[config.mk]
export PLATFORM = sky130hd
export DESIGN_NAME = usart_tx_serializer
export DESIGN_NICKNAME = d
export VERILOG_FILES = /design/src/rtl/usart_pkg.sv /design/src/rtl/usart_baud_tick.sv /design/src/rtl/usart_tx_serializer.sv
export SDC_FILE = /design/constraint.sdc
export NUM_CORES = 1
export LEC_CHECK = 0
export ABC_CLOCK_PERIOD_IN_PS = 1910
export BUFFER_PORTS_ARGS = -buffer_cell sky130_fd_sc_hd__buf_2
export CORE_MARGIN = 4
export CORE_UTILIZATION = 50
export CTS_BUF_LIST = sky130_fd_sc_hd__clkbuf_2
export DETAILED_ROUTE_END_ITERATION = 8
export PLACE_DENSITY_LB_ADDON = 0.05
export SYNTH_ARGS = -nofsm -noshare
export SYNTH_HDL_FRONTEND = slang
export SYNTH_HIERARCHICAL = 1
export SYNTH_SLANG_ARGS = --single-unit
export TNS_END_PERCENT = 30
[constraint.sdc]
create_clock -name clk -period 1.91 [get_ports clk]
set_clock_uncertainty 0.2 [all_clocks]
set_input_delay 0.382 -clock clk [delete_from_list [all_inputs] [get_ports clk]]
set_output_delay 0.382 -clock clk [all_outputs]
set_load 0.01 [all_outputs]
[src/rtl/usart_pkg.sv]
`default_nettype none
// ============================================================================
//  Module      : usart_pkg
//  Description : Shared types and constants for the USART transmit serializer.
//                Holds the serializer state encoding and the fixed line levels
//                of the frame (idle, start and stop).
//                Optional feature macro: USART_TX_PARITY_EN (adds PARITY state).
//  Revision    : 1.0 - initial release
// ============================================================================
package usart_pkg;

   localparam int   DATA_BITS = 8;
   localparam logic TX_IDLE   = 1'b1;
   localparam logic START_BIT = 1'b0;
   localparam logic STOP_BIT  = 1'b1;

   // Encodings are fixed so the PARITY slot stays reserved whether or not
   // the parity build is selected.
   typedef enum logic [2:0] {
      IDLE   = 3'd0,
      START  = 3'd1,
      DATA   = 3'd2,
`ifdef USART_TX_PARITY_EN
      PARITY = 3'd3,
`endif
      STOP   = 3'd4
   } tx_state_t;

endpackage : usart_pkg
`default_nettype wire

[src/rtl/usart_baud_tick.sv]
`default_nettype none
// ============================================================================
//  Module      : usart_baud_tick
//  Description : Clocks-per-bit counter. Counts 0..CLKS_PER_BIT-1 and raises
//                tick on the last cycle of every bit period.
//  Ports       : clk     - system clock, rising edge
//                rst_n   - asynchronous active-low reset
//                clr_cnt - restart the count at 0 on the next edge
//                tick    - high during the final cycle of a bit period
//  Revision    : 1.0 - initial release
// ============================================================================
module usart_baud_tick #(
   parameter int CLKS_PER_BIT = 16
) (
   input  logic clk,
   input  logic rst_n,
   input  logic clr_cnt,
   output logic tick
);

   localparam int               CNT_W    = $clog2(CLKS_PER_BIT);
   localparam logic [CNT_W-1:0] CNT_LAST = CNT_W'(CLKS_PER_BIT - 1);
   localparam logic [CNT_W-1:0] CNT_ONE  = CNT_W'(1);

   generate
      if (CLKS_PER_BIT < 2 || CLKS_PER_BIT > 65535) begin : g_bad_clks_per_bit
         $error("usart_baud_tick: CLKS_PER_BIT must be within 2..65535");
      end
   endgenerate

   logic [CNT_W-1:0] cnt;

   // The wrap at CNT_LAST keeps the count inside 0..CLKS_PER_BIT-1 even when
   // CLKS_PER_BIT is not a power of two.
   always_ff @(posedge clk or negedge rst_n) begin
      if (!rst_n) begin
         cnt <= '0;
      end else if (clr_cnt || (cnt == CNT_LAST)) begin
         cnt <= '0;
      end else begin
         cnt <= cnt + CNT_ONE;
      end
   end

   assign tick = (cnt == CNT_LAST);

endmodule : usart_baud_tick
`default_nettype wire

[src/rtl/usart_tx_serializer.sv]
`default_nettype none
// ============================================================================
//  Module      : usart_tx_serializer
//  Description : Byte-to-serial transmitter. Accepts one byte per valid/ready
//                handshake and emits an idle-high frame: start bit, 8 data
//                bits LSB first, optional even parity, STOP_BITS stop bits.
//                Optional feature macro: USART_TX_PARITY_EN.
//  Ports       : clk     - system clock, rising edge
//                rst_n   - asynchronous active-low reset
//                data_in - byte to send, sampled on the handshake edge
//                valid   - producer has data_in available
//                ready   - block accepts a byte this cycle
//                tx      - serial line, idle high
//                busy    - frame in progress
//                done    - one-cycle pulse on the last cycle of the last stop bit
//  Revision    : 1.0 - initial release
// ============================================================================
module usart_tx_serializer
   import usart_pkg::*;
#(
   parameter int CLKS_PER_BIT = 16,
   parameter int STOP_BITS    = 1
) (
   input  logic                 clk,
   input  logic                 rst_n,
   input  logic [DATA_BITS-1:0] data_in,
   input  logic                 valid,
   output logic                 ready,
   output logic                 tx,
   output logic                 busy,
   output logic                 done
);

   generate
      if (STOP_BITS != 1 && STOP_BITS != 2) begin : g_bad_stop_bits
         $error("usart_tx_serializer: STOP_BITS must be 1 or 2");
      end
   endgenerate

   localparam logic [2:0] BIT_LAST  = 3'(DATA_BITS - 1);
   localparam logic [2:0] STOP_LAST = 3'(STOP_BITS - 1);

   tx_state_t            state;
   tx_state_t            next_state;
   logic [DATA_BITS-1:0] shift_reg;
   logic [DATA_BITS-1:0] shift_next;
   logic [2:0]           bit_cnt;
   logic [2:0]           bit_cnt_next;
   logic                 tx_next;
   logic                 ready_next;
   logic                 busy_next;
   logic                 done_next;
   logic                 handshake;
   logic                 tick;

   usart_baud_tick #(
      .CLKS_PER_BIT (CLKS_PER_BIT)
   ) u_baud_tick (
      .clk     (clk),
      .rst_n   (rst_n),
      .clr_cnt (handshake),
      .tick    (tick)
   );

`ifdef USART_TX_PARITY_EN
   // The shift register is consumed during DATA, so the parity of the
   // accepted byte is captured once at the handshake.
   logic parity_bit;

   always_ff @(posedge clk or negedge rst_n) begin
      if (!rst_n) begin
         parity_bit <= 1'b0;
      end else if (handshake) begin
         parity_bit <= ^data_in;
      end
   end
`endif

   always_ff @(posedge clk or negedge rst_n) begin
      if (!rst_n) begin
         state <= IDLE;
      end else begin
         state <= next_state;
      end
   end

   always_comb begin
      next_state   = state;
      shift_next   = shift_reg;
      bit_cnt_next = bit_cnt;
      tx_next      = TX_IDLE;
      done_next    = 1'b0;
      handshake    = 1'b0;

      case (state)
         IDLE: begin
            if (valid && ready) begin
               handshake  = 1'b1;
               shift_next = data_in;
               next_state = START;
            end
         end
         START: begin
            tx_next = START_BIT;
            if (tick) begin
               next_state = DATA;
            end
         end
         DATA: begin
            tx_next = shift_reg[0];
            if (tick) begin
               shift_next   = {1'b0, shift_reg[DATA_BITS-1:1]};
               // Rolls over from 7 back to 0, leaving it cleared for STOP.
               bit_cnt_next = bit_cnt + 3'd1;
               if (bit_cnt == BIT_LAST) begin
`ifdef USART_TX_PARITY_EN
                  next_state = PARITY;
`else
                  next_state = STOP;
`endif
               end
            end
         end
`ifdef USART_TX_PARITY_EN
         PARITY: begin
            tx_next = parity_bit;
            if (tick) begin
               next_state = STOP;
            end
         end
`endif
         STOP: begin
            tx_next = STOP_BIT;
            // bit_cnt is reused to count stop bits.
            if (tick) begin
               if (bit_cnt == STOP_LAST) begin
                  bit_cnt_next = 3'd0;
                  done_next    = 1'b1;
                  next_state   = IDLE;
               end else begin
                  bit_cnt_next = bit_cnt + 3'd1;
               end
            end
         end
         default: begin
            next_state = IDLE;
         end
      endcase

      // ready must drop on the handshake edge itself, yet must not rise
      // until the cycle after done, hence both current and next state idle.
      ready_next = (state == IDLE) && !handshake;
      busy_next  = !ready_next;
   end

   // tx follows the state of the previous cycle, so the line falls on the
   // first edge after the handshake and each bit lasts CLKS_PER_BIT cycles.
   always_ff @(posedge clk or negedge rst_n) begin
      if (!rst_n) begin
         shift_reg <= '0;
         bit_cnt   <= 3'd0;
         tx        <= TX_IDLE;
         ready     <= 1'b1;
         busy      <= 1'b0;
         done      <= 1'b0;
      end else begin
         shift_reg <= shift_next;
         bit_cnt   <= bit_cnt_next;
         tx        <= tx_next;
         ready     <= ready_next;
         busy      <= busy_next;
         done      <= done_next;
      end
   end

endmodule : usart_tx_serializer
`default_nettype wire

==> qor.txt <==
STATUS
--------------------------------------------------------------------------------------
Run status .............................................................. complete, no violations

SETUP PATH
--------------------------------------------------------------------------------------
Start of the worst register-to-register path ............................ u_baud_tick/cnt[0]
Capturing point of the worst reg2reg path ............................... shift_reg[2]
CP Launch Type ..........................................................         flop
CP Launch Point ......................................................... u_baud_tick/cnt[0]
Critical Path End Type ..................................................         flop
Data arrival time of the critical path ..................................      1.86 ns
Worst Path Required .....................................................      1.93 ns
Crit path max fanout ....................................................            8
Worst Path Class, Setup ................................................. flop to flop
Reg2reg path depth ......................................................            6
Critical Path Sink ...................................................... shift_reg[2]
Flop-to-flop setup slack ................................................      0.07 ns

DETAILED ROUTING
--------------------------------------------------------------------------------------
Average detailed-routed wire length per instance ........................      13.5 um
Initial drt markers .....................................................           15
Drt pass-1 iters ........................................................            4
Total wire length .......................................................      2130 um
Routed vias .............................................................          865
Via density per instance ................................................         5.47
Post-route antenna net violation count ..................................            0
DRC Markers .............................................................            0

STA
--------------------------------------------------------------------------------------
Maximum clock frequency .................................................      542 MHz
Number of failing hold endpoints at the final stage .....................            0
Setup repair after global routing missed its margin .....................         true
Fin Hold WS .............................................................    0.0736 ns
Setup slack of the critical path after layout ...........................    0.0654 ns
Fin crit period .........................................................      1.84 ns
Fraction of the cycle the final worst path needs ........................        96.6%
Setup Viol. Count Final .................................................            0
Worst max-slew margin expressed relative to the limit ...................        66.7%
Actual transition at the worst max-transition pin .......................     0.500 ns
Pins Over Slew Limit ....................................................            0

CLOCKING
--------------------------------------------------------------------------------------
Clock buffer depth ......................................................            2
CTS tree ................................................................          yes
Number of buffers created by CTS ........................................            3
CTS clock-pin slew for the worst setup and hold paths ...................      0.20 ns
Skew-Pair Late Insertion Delay ..........................................      0.30 ns
Clock tree sinks ........................................................           22
Cell at the root of the clock tree ......................................     clkbuf_2
Total number of H-tree levels ...........................................            1
Quantity of gates resized following cts .................................            0

PWR
--------------------------------------------------------------------------------------
Leakage power of the design .............................................     0.673 nW
Pwr dens ................................................................ 1150 nW/um^2
Worst vdd ir ............................................................   0.000847 V
Design Power ............................................................      1.65 mW

FINISH
--------------------------------------------------------------------------------------
Filler Cell Count .......................................................          194
Proportion of layout cells with a drive suffix above 1 ..................        40.8%
Largest register FFs ....................................................            8
Antenna cells ...........................................................            0
Final core utilization ..................................................        64.4%
Syn-to-layout area delta ................................................        20.4%
Final layout net count ..................................................          146
Leading cell type in the layout, fill and taps excluded .................      dfrtp_1
Commonest cells after routing, fill and taps aside ...................... dfrtp_1, buf_2, buf_4

SYNTH
--------------------------------------------------------------------------------------
Asr flop ratio synth ....................................................         100%
Post-synthesis cell area ................................................    1190 um^2
Leading register cell type out of synthesis .............................      dfrtp_1
Post-Syn Area per Cell ..................................................    11.5 um^2
Post-synthesis register bit count .......................................           22
Number of distinct standard cells referenced by the synthesized netlist .           36
Number of flops mapped to enable cells by yosys .........................            0
Sequential fraction of the synthesis area ...............................        46.3%
Post-Syn Instances ......................................................          104
Post-synthesis net count ................................................          119
Syn. warnings ...........................................................            6

HOLD PATH
--------------------------------------------------------------------------------------
Class of the tightest hold or removal check ............................. input port to flop

GLOBAL ROUTING
--------------------------------------------------------------------------------------
Global-route wire length before repair ..................................      3930 um
Vias in the first global route ..........................................          899
Overall routing resource usage ..........................................        15.3%
Number of antenna violations at the first check in global routing .......            0
Largest net degree at the start of global routing .......................           23
Residual overflow from global routing ...................................            0

PLACE
--------------------------------------------------------------------------------------
Final Wtd Congestion ....................................................        0.797
HPWL after detailed placement ...........................................      1570 um
Worst slack at placement ................................................   0.00907 ns
Port bufs ...............................................................           14

RUN
--------------------------------------------------------------------------------------
Number of violations of the max-capacitance limit .......................            0

FLOORPLAN
--------------------------------------------------------------------------------------
Die W ...................................................................      56.9 um
Die Height ..............................................................      56.9 um
Count of standard-cell rows .............................................           17
Total die area ..........................................................    3230 um^2
Core ar. ................................................................    2230 um^2
Number of placed I/O pins ...............................................           15
Effective utilization at floorplan ......................................        53.4%

-- metal layers --
metal | share of wire (%) | track usage [%] | vias up
met1 | 47 | 21.2 | 420
met4 | 0.56 | 3.97 | 0
met3 | 4.2 | 2.99 | 2
met2 | 48 | 24.4 | 13
li1 | - | - | 430
met5 | 0 | 0 | -
-- cells in the mapped netlist, types with 2 or more instances --
master,n,share of area [%]
nor3_1,4,1.7
o21ai_0,2,0.84
inv_1,6,1.9
ha_1,4,4.2
nor2b_1,5,2.6
dfstp_2,2,4.4
nor3b_1,4,2.5
dfrtp_1,20,42
a31oi_1,2,1.0
mux2_2,15,14
a221o_1,2,1.7
a21oi_1,4,1.7
nand2_1,6,1.9
nor2_1,2,0.63
buf_2,3,1.3
nand2b_1,3,1.6
-- worst max-delay path: stages (launching register included) --
cell and delay (ns):
dfrtp_1 0.40, ha_2 0.18, and3_4 0.22, nand2_4 0.06, a211oi_4 0.24, buf_12 0.17, mux2_4 0.30
-- repair_timing --
action                     in CTS  in global routing
pin swaps                       0                  1
buffers inserted                1                  3
setup endpoints to repair       7                  9
hold buffers                    1                  0
hold endpoints to repair       20                  0
cloned                          0                  0
-- worst min-delay path by stage --
stage,cells past startpoint,slack [ns],end,from
4_1_cts,2,0.06,shift_reg[7],data_in[7]
3_3_place_gp,1,0.17,shift_reg[5],rst_n
3_5_place_dp,1,0.18,shift_reg[5],rst_n
2_1_floorplan,0,-0.11,bit_cnt[0],rst_n
6_report,2,0.07,shift_reg[7],data_in[7]
5_1_grt,2,0.03,shift_reg[7],data_in[7]
-- power by group --
part           switching, mW  total [mW]  internal [mW]
Clock                  0.131       0.186         0.0555
Combinational          0.280       0.693          0.414
Sequential             0.113       0.768          0.654
-- final cells by class --
cell class	instances	area, um^2	share of cell area, %
clock buffer	4	20.0	1.39
inverter	6	22.5	1.57
multi-input combinational	71	624	43.4
sequential	22	553	38.5
tap	28	35.0	2.44
timing repair buffer	27	183	12.7
-- kinds of logic after synthesis --
group	share of synthesized area (%)
muxes	14.2
and+or+nand+nor	18.2
adders and majority gates	4.19
xor gates and xnor gates	0.734
AOI/OAI and AO/OA	12.0
DFF	46.3
buffers and inverters	4.40
-- per-stage QoR --
step           cell area, um^2  std cells  setup TNS (ns)
2_1_floorplan             1240        104          -0.993
3_3_place_gp              1380        149               0
3_5_place_dp              1380        149               0
4_1_cts                   1420        155               0
5_1_grt                   1440        158         -0.0112
6_report                  1440        158               0
Note: power is estimated with default switching activity, not from simulation.
